[src/rtl/mul_add_result_history_pkg.sv]
// rtl/mul_add_result_history_pkg.sv - shared widths and lane/ring helpers for the result history
package mul_add_result_history_pkg;

  localparam int ELEMENT_WIDTH = 32;
  localparam int NUM_EQUATIONS = 9;

  function automatic int unsigned lane_lsb(input int unsigned lane, input int unsigned width);
    return lane * width;
  endfunction

  // depth is a power of two, so the modulo reduces to a mask
  function automatic int unsigned ring_idx(input int unsigned ptr, input int unsigned age,
                                           input int unsigned depth);
    return (ptr + depth - 1 - age) & (depth - 1);
  endfunction

endpackage

[src/rtl/mul_add_result_history_ptr.sv]
// rtl/mul_add_result_history_ptr.sv - write pointer, occupancy and age-to-index mapping
module result_history_ptr
  import mul_add_result_history_pkg::*;
#(
  parameter int depth = 4,
  localparam int age_width = $clog2(depth)
) (
  input  logic                 clk,
  input  logic                 rst,
  input  logic                 write_enable,
  input  logic                 clear,
  input  logic [age_width-1:0] rd_age,
  output logic [age_width-1:0] wr_ptr,
  output logic [age_width-1:0] newest_idx,
  output logic [age_width-1:0] rd_idx,
  output logic [age_width:0]   count,
  output logic                 full
);

  localparam int cnt_w = age_width + 1;

  always_ff @(posedge clk or posedge rst) begin
    if (rst) begin
      wr_ptr <= '0;
      count  <= '0;
    end else if (clear) begin
      wr_ptr <= '0;
      count  <= '0;
    end else if (write_enable) begin
      wr_ptr <= wr_ptr + age_width'(1);
      if (!full) count <= count + cnt_w'(1);
    end
  end

  assign full       = (count == cnt_w'(depth));
  assign newest_idx = wr_ptr - age_width'(1);
  assign rd_idx     = age_width'(ring_idx(32'(wr_ptr), 32'(rd_age), depth));

endmodule

[src/rtl/mul_add_result_history.sv]
// rtl/mul_add_result_history.sv - ring buffer of recent mul_add result vectors with masked writes
// Optional MUL_ADD_RESULT_HISTORY_BYPASS_EN: same-cycle reads observe the accepted write.
module mul_add_result_history
  import mul_add_result_history_pkg::*;
#(
  parameter int number_of_equations_per_cluster = NUM_EQUATIONS,
  parameter int element_width = ELEMENT_WIDTH,
  parameter int depth = 4,
  localparam int age_width = $clog2(depth)
) (
  input  logic                                               clk,
  input  logic                                               rst,
  input  logic [element_width*number_of_equations_per_cluster-1:0] input_data,
  input  logic                                               write_enable,
  input  logic [number_of_equations_per_cluster-1:0]         lane_mask,
  input  logic                                               clear,
  input  logic                                               rd_en,
  input  logic [age_width-1:0]                               rd_age,
  output logic [element_width*number_of_equations_per_cluster-1:0] memory_output,
  output logic [element_width*number_of_equations_per_cluster-1:0] rd_data,
  output logic                                               rd_valid,
  output logic                                               rd_err,
  output logic [age_width:0]                                 count,
  output logic                                               full
);

  localparam int vw = element_width * number_of_equations_per_cluster;

  logic [vw-1:0]        mem [depth];
  logic [vw-1:0]        newest;
  logic [vw-1:0]        merged;
  logic [vw-1:0]        rd_word;
  logic                 rd_miss;
  logic                 wr_accept;
  logic [age_width-1:0] wr_ptr;
  logic [age_width-1:0] newest_idx;
  logic [age_width-1:0] rd_idx;

  assign wr_accept = write_enable && !clear;

  result_history_ptr #(.depth(depth)) u_ptr (
    .clk          (clk),
    .rst          (rst),
    .write_enable (write_enable),
    .clear        (clear),
    .rd_age       (rd_age),
    .wr_ptr       (wr_ptr),
    .newest_idx   (newest_idx),
    .rd_idx       (rd_idx),
    .count        (count),
    .full         (full)
  );

  assign newest        = (count == '0) ? '0 : mem[newest_idx];
  assign memory_output = newest;

  always_comb begin
    merged = '0;
    for (int i = 0; i < number_of_equations_per_cluster; i++) begin
      merged[lane_lsb(i, element_width) +: element_width] = lane_mask[i]
          ? input_data[lane_lsb(i, element_width) +: element_width]
          : newest[lane_lsb(i, element_width) +: element_width];
    end
  end

`ifdef MUL_ADD_RESULT_HISTORY_BYPASS_EN
  logic [age_width:0] post_count;

  // After an accepted write every stored entry ages by one, so old age a-1 sits at rd_idx+1
  assign post_count = (wr_accept && !full) ? count + (age_width + 1)'(1) : count;
  assign rd_miss    = {1'b0, rd_age} >= post_count;
  assign rd_word    = !wr_accept        ? mem[rd_idx] :
                      (rd_age == '0)    ? merged :
                                          mem[rd_idx + age_width'(1)];
`else
  assign rd_miss = {1'b0, rd_age} >= count;
  assign rd_word = mem[rd_idx];
`endif

  always_ff @(posedge clk) begin
    if (wr_accept) mem[wr_ptr] <= merged;
  end

  always_ff @(posedge clk or posedge rst) begin
    if (rst) begin
      rd_valid <= 1'b0;
      rd_err   <= 1'b0;
      rd_data  <= '0;
    end else begin
      rd_valid <= rd_en;
      if (rd_en) begin
        rd_err  <= rd_miss;
        rd_data <= rd_miss ? '0 : rd_word;
      end
    end
  end

endmodule

[config.mk]
export PLATFORM = sky130hd
export DESIGN_NAME = mul_add_result_history
export DESIGN_NICKNAME = d
export VERILOG_FILES = /design/src/rtl/mul_add_result_history_pkg.sv /design/src/rtl/mul_add_result_history_ptr.sv /design/src/rtl/mul_add_result_history.sv
export SDC_FILE = /design/constraint.sdc
export NUM_CORES = 2
export LEC_CHECK = 0
export CAP_MARGIN = 20
export CORE_ASPECT_RATIO = 0.5
export CORE_UTILIZATION = 30
export DETAILED_ROUTE_END_ITERATION = 12
export PLACE_DENSITY = 0.5
export SLEW_MARGIN = 20
export SYNTH_ARGS = -nofsm -noshare
export SYNTH_HDL_FRONTEND = slang
export SYNTH_SLANG_ARGS = --single-unit
[constraint.sdc]
create_clock -name clk -period 14.5 [get_ports clk]
set_input_delay 2.9 -clock clk [delete_from_list [all_inputs] [get_ports clk]]
set_output_delay 2.9 -clock clk [all_outputs]
set_load 0.05 [all_outputs]
* Word-level counts from Yosys, hierarchy flattened
Memory sizes are Yosys's and may differ from the RTL's. Index checks and enable logic that the tools add are counted.
Storage, ports and cells: memories kept 1, bits of input ports 304, logic and storage cells 38, bits in registers 295, memory bits (writable) 1152
Memory list:
- mem | words 4, width 288, rd ports 2, clocked after Yosys merged registers in 0, wr ports 1, line mul_add_result_history.sv:29 | logic [vw-1:0] mem [depth];
Cells by class: $lt $le $gt $ge 1, add/sub/neg operators 6, reductions and logical operators 5, muxes and demuxes 18, eq/ne operators 2
Operators by type and width (count):
- 2-to-1 mux 288 bit | 2
- 2-to-1 mux 32 bit | 9
- 2-to-1 mux 3 bit | 3
- adder 2 x 1 -> 2 bit (second input constant) | 2
- 2-to-1 mux 2 bit | 2
- subtractor 2 x 1 -> 2 bit (second input constant) | 2
- adder 3 x 1 -> 3 bit (second input constant) | 1
- equality test 3 bit (second input constant) | 1
- greater-or-equal comparator 2 x 3 -> 1 bit | 1
- zero test 3 bit | 1
- 2-to-1 mux 1 bit | 2
- inequality test 2 bit (second input constant) | 1
- AND reduction 2 bit | 1
- nonzero test 2 bit | 1
- subtractor 2 bit | 1
- logical AND 1 bit | 1
- zero test 1 bit | 1

* Logic depth before layout (Yosys ltp)
An unclocked memory read counts as a cell.
word-level depth 5, mapped depth 11

* Cells and area by module
From an unflattened synthesis, not the netlist that was laid out.
Unflattened totals: cells, all modules 3225, area total of the unflattened synthesis 63721.1 sq um
Modules (own cells, without submodules):
- mul_add_result_history | cells each 3193, area each 63389.5 sq um, times used 1, sequential area each 41850.1 sq um
- result_history_ptr | cells each 32, area each 331.6 sq um, times used 1, sequential area each 125.1 sq um

* Least setup slack after synthesis
OpenSTA, ideal clock, no wires.
path kind input to register, start input port write_enable, end memory mem[0][0] (netlist name) (enable), setup time 687 ps, path slack 4160 ps, data arrival time 9653 ps, data required time 13813 ps, stages on the path 2, path through nor2b_1 > and2_1
On the way: longest elaborated chain between the ends 3
Ends and longest elaborated chain:
- start, declared | line mul_add_result_history.sv:14 | input logic write_enable,
- logical AND 1 bit | line mul_add_result_history.sv:39 | assign wr_accept = write_enable && !clear;
- 2-to-1 mux 1 bit | line mul_add_result_history.sv:81 | if (wr_accept) mem[wr_ptr] <= merged;
- 2-to-1 mux 1 bit (implied by the code) | line mul_add_result_history.sv:81
- end, declared | line mul_add_result_history.sv:29
No other way between the ends.

* Final worst setup path
start register u_ptr.wr_ptr[0], end output port memory_output[245]
On the way: longest elaborated chain between the ends 3
Ends and longest elaborated chain:
- start, declared | line mul_add_result_history_ptr.sv:13 | output logic [age_width-1:0] wr_ptr,
- start signal, assigned | line mul_add_result_history_ptr.sv:30 | wr_ptr <= wr_ptr + age_width'(1);
- subtractor 2 x 1 -> 2 bit | line mul_add_result_history_ptr.sv:36 | assign newest_idx = wr_ptr - age_width'(1);
- memory read (4 x 288 bit)
- 2-to-1 mux 288 bit | line mul_add_result_history.sv:54 | assign newest = (count == '0) ? '0 : mem[newest_idx];
- end, declared | line mul_add_result_history.sv:19 | output logic [element_width*number_of_equations_per_cluster-1:0] memory_output,
No other way between the ends.

==> flow_summary.json <==
{
  "setup_ws_ns": 5.59,
  "outcome": "completed",
  "finalSetupViolCount": 0,
  "ys.warnings.count": 0,
  "relative_contribution_of_the_clock_network_to_total_power_pct": 32.5,
  "cts_setup_buffers": 0,
  "net-switching-power_mw": 3.67,
  "buffer_ports.inserted": 885,
  "remaining_drc_errors": 0,
  "dr_total_vias": 36673,
  "drt-initial-drc-count": 2410,
  "cpLargestDelayFamily": "buffers and inverters",
  "number_of_clock_sinks": 1447,
  "grt_use_total_pct": 19.4,
  "criticalPathCategory": "flop to output port",
  "commonest_cells_after_routing_fill_and_taps_aside": "edfxtp_1 (1152), clkdlybuf4s50_1 (879), mux4_2 (576)",
  "clkTransAtPathRegs_ns": 0.07,
  "floorplan.initialDensity_pct": 30.3,
  "synthDistinctLibCells": 24,
  "via_per_inst": 5.24,
  "first_global_vias": 38060,
  "synth-seq-cells": 1447,
  "ant_nets": 0,
  "sequentialPowerShare_pct": 41.9,
  "drive_gt1_share_pct": 27.9,
  "switching_share_pct": 31.2,
  "drt_pass1_iterations": 5,
  "internal_power_mw": 8.09,
  "fp.coreArea_sq_mm": 0.211,
  "drv_cap": 0,
  "crit_path_max_incr_delay_ns": 0.94,
  "hold_path.class": "flop to flop",
  "die_w_um": 656,
  "slew-limit-headroom_pct": 26.0,
  "crit_share_post_route_pct": 61.5,
  "cts.htree.levels": 4,
  "clockRootBuffer": "clkbuf_16",
  "crit_path_end_kind": "output port",
  "cp.required_ns": 11.60,
  "detail_route.wirelength_mm": 217,
  "gr-total-overflow": 0,
  "timing.final.max_slew_violations": 0,
  "netlist_area_pre_place_sq_mm": 0.0642,
  "max_freq_mhz": 112,
  "synth_fp_nets": 3502,
  "worstPathMaxFanout": 53,
  "routed_wire_length_per_instance_um": 30.9,
  "floorplan.die_area_sq_mm": 0.216,
  "place.detailed.hpwl_mm": 132,
  "postSynthAreaPerCell_sq_um": 20.1,
  "synth_seq_area_share_pct": 65.4,
  "layout_commonest_cell": "edfxtp_1",
  "largest_net_degree_at_the_start_of_global_routing": 167,
  "combPwrFrac_pct": 25.6,
  "worstSkewPairLatency_ns": 0.82,
  "core.rowCount": 119,
  "skew_ns": 0.0688,
  "io-pin-count": 886,
  "layout_min_cycle_time_ns": 8.91,
  "die_h_um": 329,
  "slowest_stage": "dfrtp_4",
  "filler_cell_count": 19346,
  "nNetsFinal": 4337,
  "cp.buffers_inverters": 4,
  "power_density_mw_per_mm2": 146,
  "numCtsBuffers": 151,
  "number_of_buffers_inserted_for_hold_repair_after_clock_tree_synthesis": 0,
  "most_frequent_cell_on_the_critical_path": "buf_4",
  "measured_slew_at_the_worst_slew_check_pin_ns": 1.11,
  "clock_tree_from_tritoncts": "yes",
  "arrival_ns": 6.01,
  "critPathLaunchType": "flop",
  "fin_setup_tns_ns": 0,
  "power.static_leakage_nw": 27.3,
  "cts_buffer_depth": 4,
  "rsz0062_at_grt": "no",
  "weighted_congestion_reported_at_the_end_of_routability_driven_placement": 0.770,
  "max-vdd-ir-drop_mv": 0.0750,
  "finalHoldViolations": 0,
  "post_synth_inst_count": 3189,
  "cts.repair.resized": 0,
  "post_placement_worst_setup_slack_ns": 6.33,
  "grt_antenna_before_repair": 42,
  "first_pass_grt_wire_length_mm": 302,
  "cp_cell_sequence": "inv_1, ha_4, buf_4, buf_4, mux4_2, and2_1, clkdlybuf4s50_1",
  "area.growth.synth_to_final_pct": 25.6
}
==> tightest hold or removal path, delay by kind of cell, from the launching register on <==
family	cells	cell delay (ns)
flip-flops	1	0.35
AND/OR/NAND/NOR	2	0.11
==> through the flow <==
step	hold slack, ns	util, %	total power, mW	cell area (sq um)	instances
CTS	0.504	38.1	11.9	80500	6976
detailed placement	0.488	35.9	8.06	75900	6713
floorplan	0.560	-	6.96	64200	3189
global placement	0.477	35.9	8.05	75900	6713
global route	0.518	38.1	12.1	80600	6995
finish	0.503	38.1	11.8	80600	6998
==> state kept, by name (all words and copies together) (netlist names) <==
name / cells
rd_err: 1
rd_valid: 1
mem: 1152
u_ptr.wr_ptr: 2
rd_data: 288
u_ptr.count: 3
==> final timing paths <==
check	depth (start not counted)	startpoint	slack, ns	endpoint
min in group asynchronous	2	rst	2.65	rd_data[123]$_DFFE_PP0P_
worst min register to register	2	rd_err$_DFFE_PP0P_	0.50	rd_err$_DFFE_PP0P_
worst max-delay path	7	u_ptr.wr_ptr[0]$_DFFE_PP0P_	5.59	memory_output[245]
worst max register to register	7	u_ptr.wr_ptr[0]$_DFFE_PP0P_	9.10	rd_data[172]$_DFFE_PP0P_
worst min-delay path	2	rd_err$_DFFE_PP0P_	0.50	rd_err$_DFFE_PP0P_
max in group asynchronous	5	rst	9.92	rd_data[241]$_DFFE_PP0P_
==> layout make-up <==
type	count	area, sq um	share of cell area [%]
Tap cell	2843	3560	4.41
Inverter	8	45.0	0.0559
Multi-Input combinational cell	1475	20900	25.9
Antenna cell	21	52.6	0.0652
Sequential cell	1447	42000	52.1
Clock buffer	210	4220	5.24
Clock inverter	53	460	0.571
Timing Repair Buffer	941	9410	11.7
==> power groups by stage <==
stage               clock network [mW]  logic, mW  registers (mW)
finish                            3.82       3.01            4.92
global route                      4.07       3.13            4.94
CTS                               3.92       3.07            4.92
detailed placement                   0       3.06            5.00
global placement                     0       3.06            4.99
floorplan                            0       1.58            5.38
==> synth_stat cells <==
master,count,area [sq um]
edfxtp_1,1152,34600
mux4_2,576,13000
dfrtp_1,295,7380
and2_1,293,1830
a22o_1,288,2520
mux2_2,288,3240
clkbuf_1,123,462
buf_2,65,325
buf_6,37,417
buf_1,34,128
ha_1,9,113
inv_1,7,26.3
nor2_1,6,22.5
mux2i_1,2,20.0
nand2b_1,2,12.5
nor2b_1,2,12.5
nor3_1,2,10.0
xnor2_1,2,17.5
a21boi_0,1,7.51
a21oi_1,1,5.00
a221oi_1,1,8.76
inv_2,1,3.75
nand2_1,1,3.75
xnor3_1,1,22.5
==> cells by family (layout without fill, tap and decap cells) <==
family | count (synthesis) | after routing | share of synthesized area [%]
AOI/OAI and AO/OA | 291 | 291 | 3.96
xor gates and xnor gates | 3 | 3 | 0.0624
adders and majority gates | 9 | 9 | 0.176
buffers and inverters | 267 | 1212 | 2.12
DFF | 1447 | 1447 | 65.4
muxes | 866 | 866 | 25.3
other | 0 | 21 | 0
and+or+nand+nor | 306 | 306 | 2.95
==> routing by layer <==
layer	vias up	GRT usage, %	share of wire (%)
met4	6	9.13	5.0
met5	-	0	0.020
li1	15033	-	-
met2	1057	35.6	54
met1	20199	22.6	37
met3	378	2.58	3.5
No activity file was read; power rests on OpenSTA's default activity.
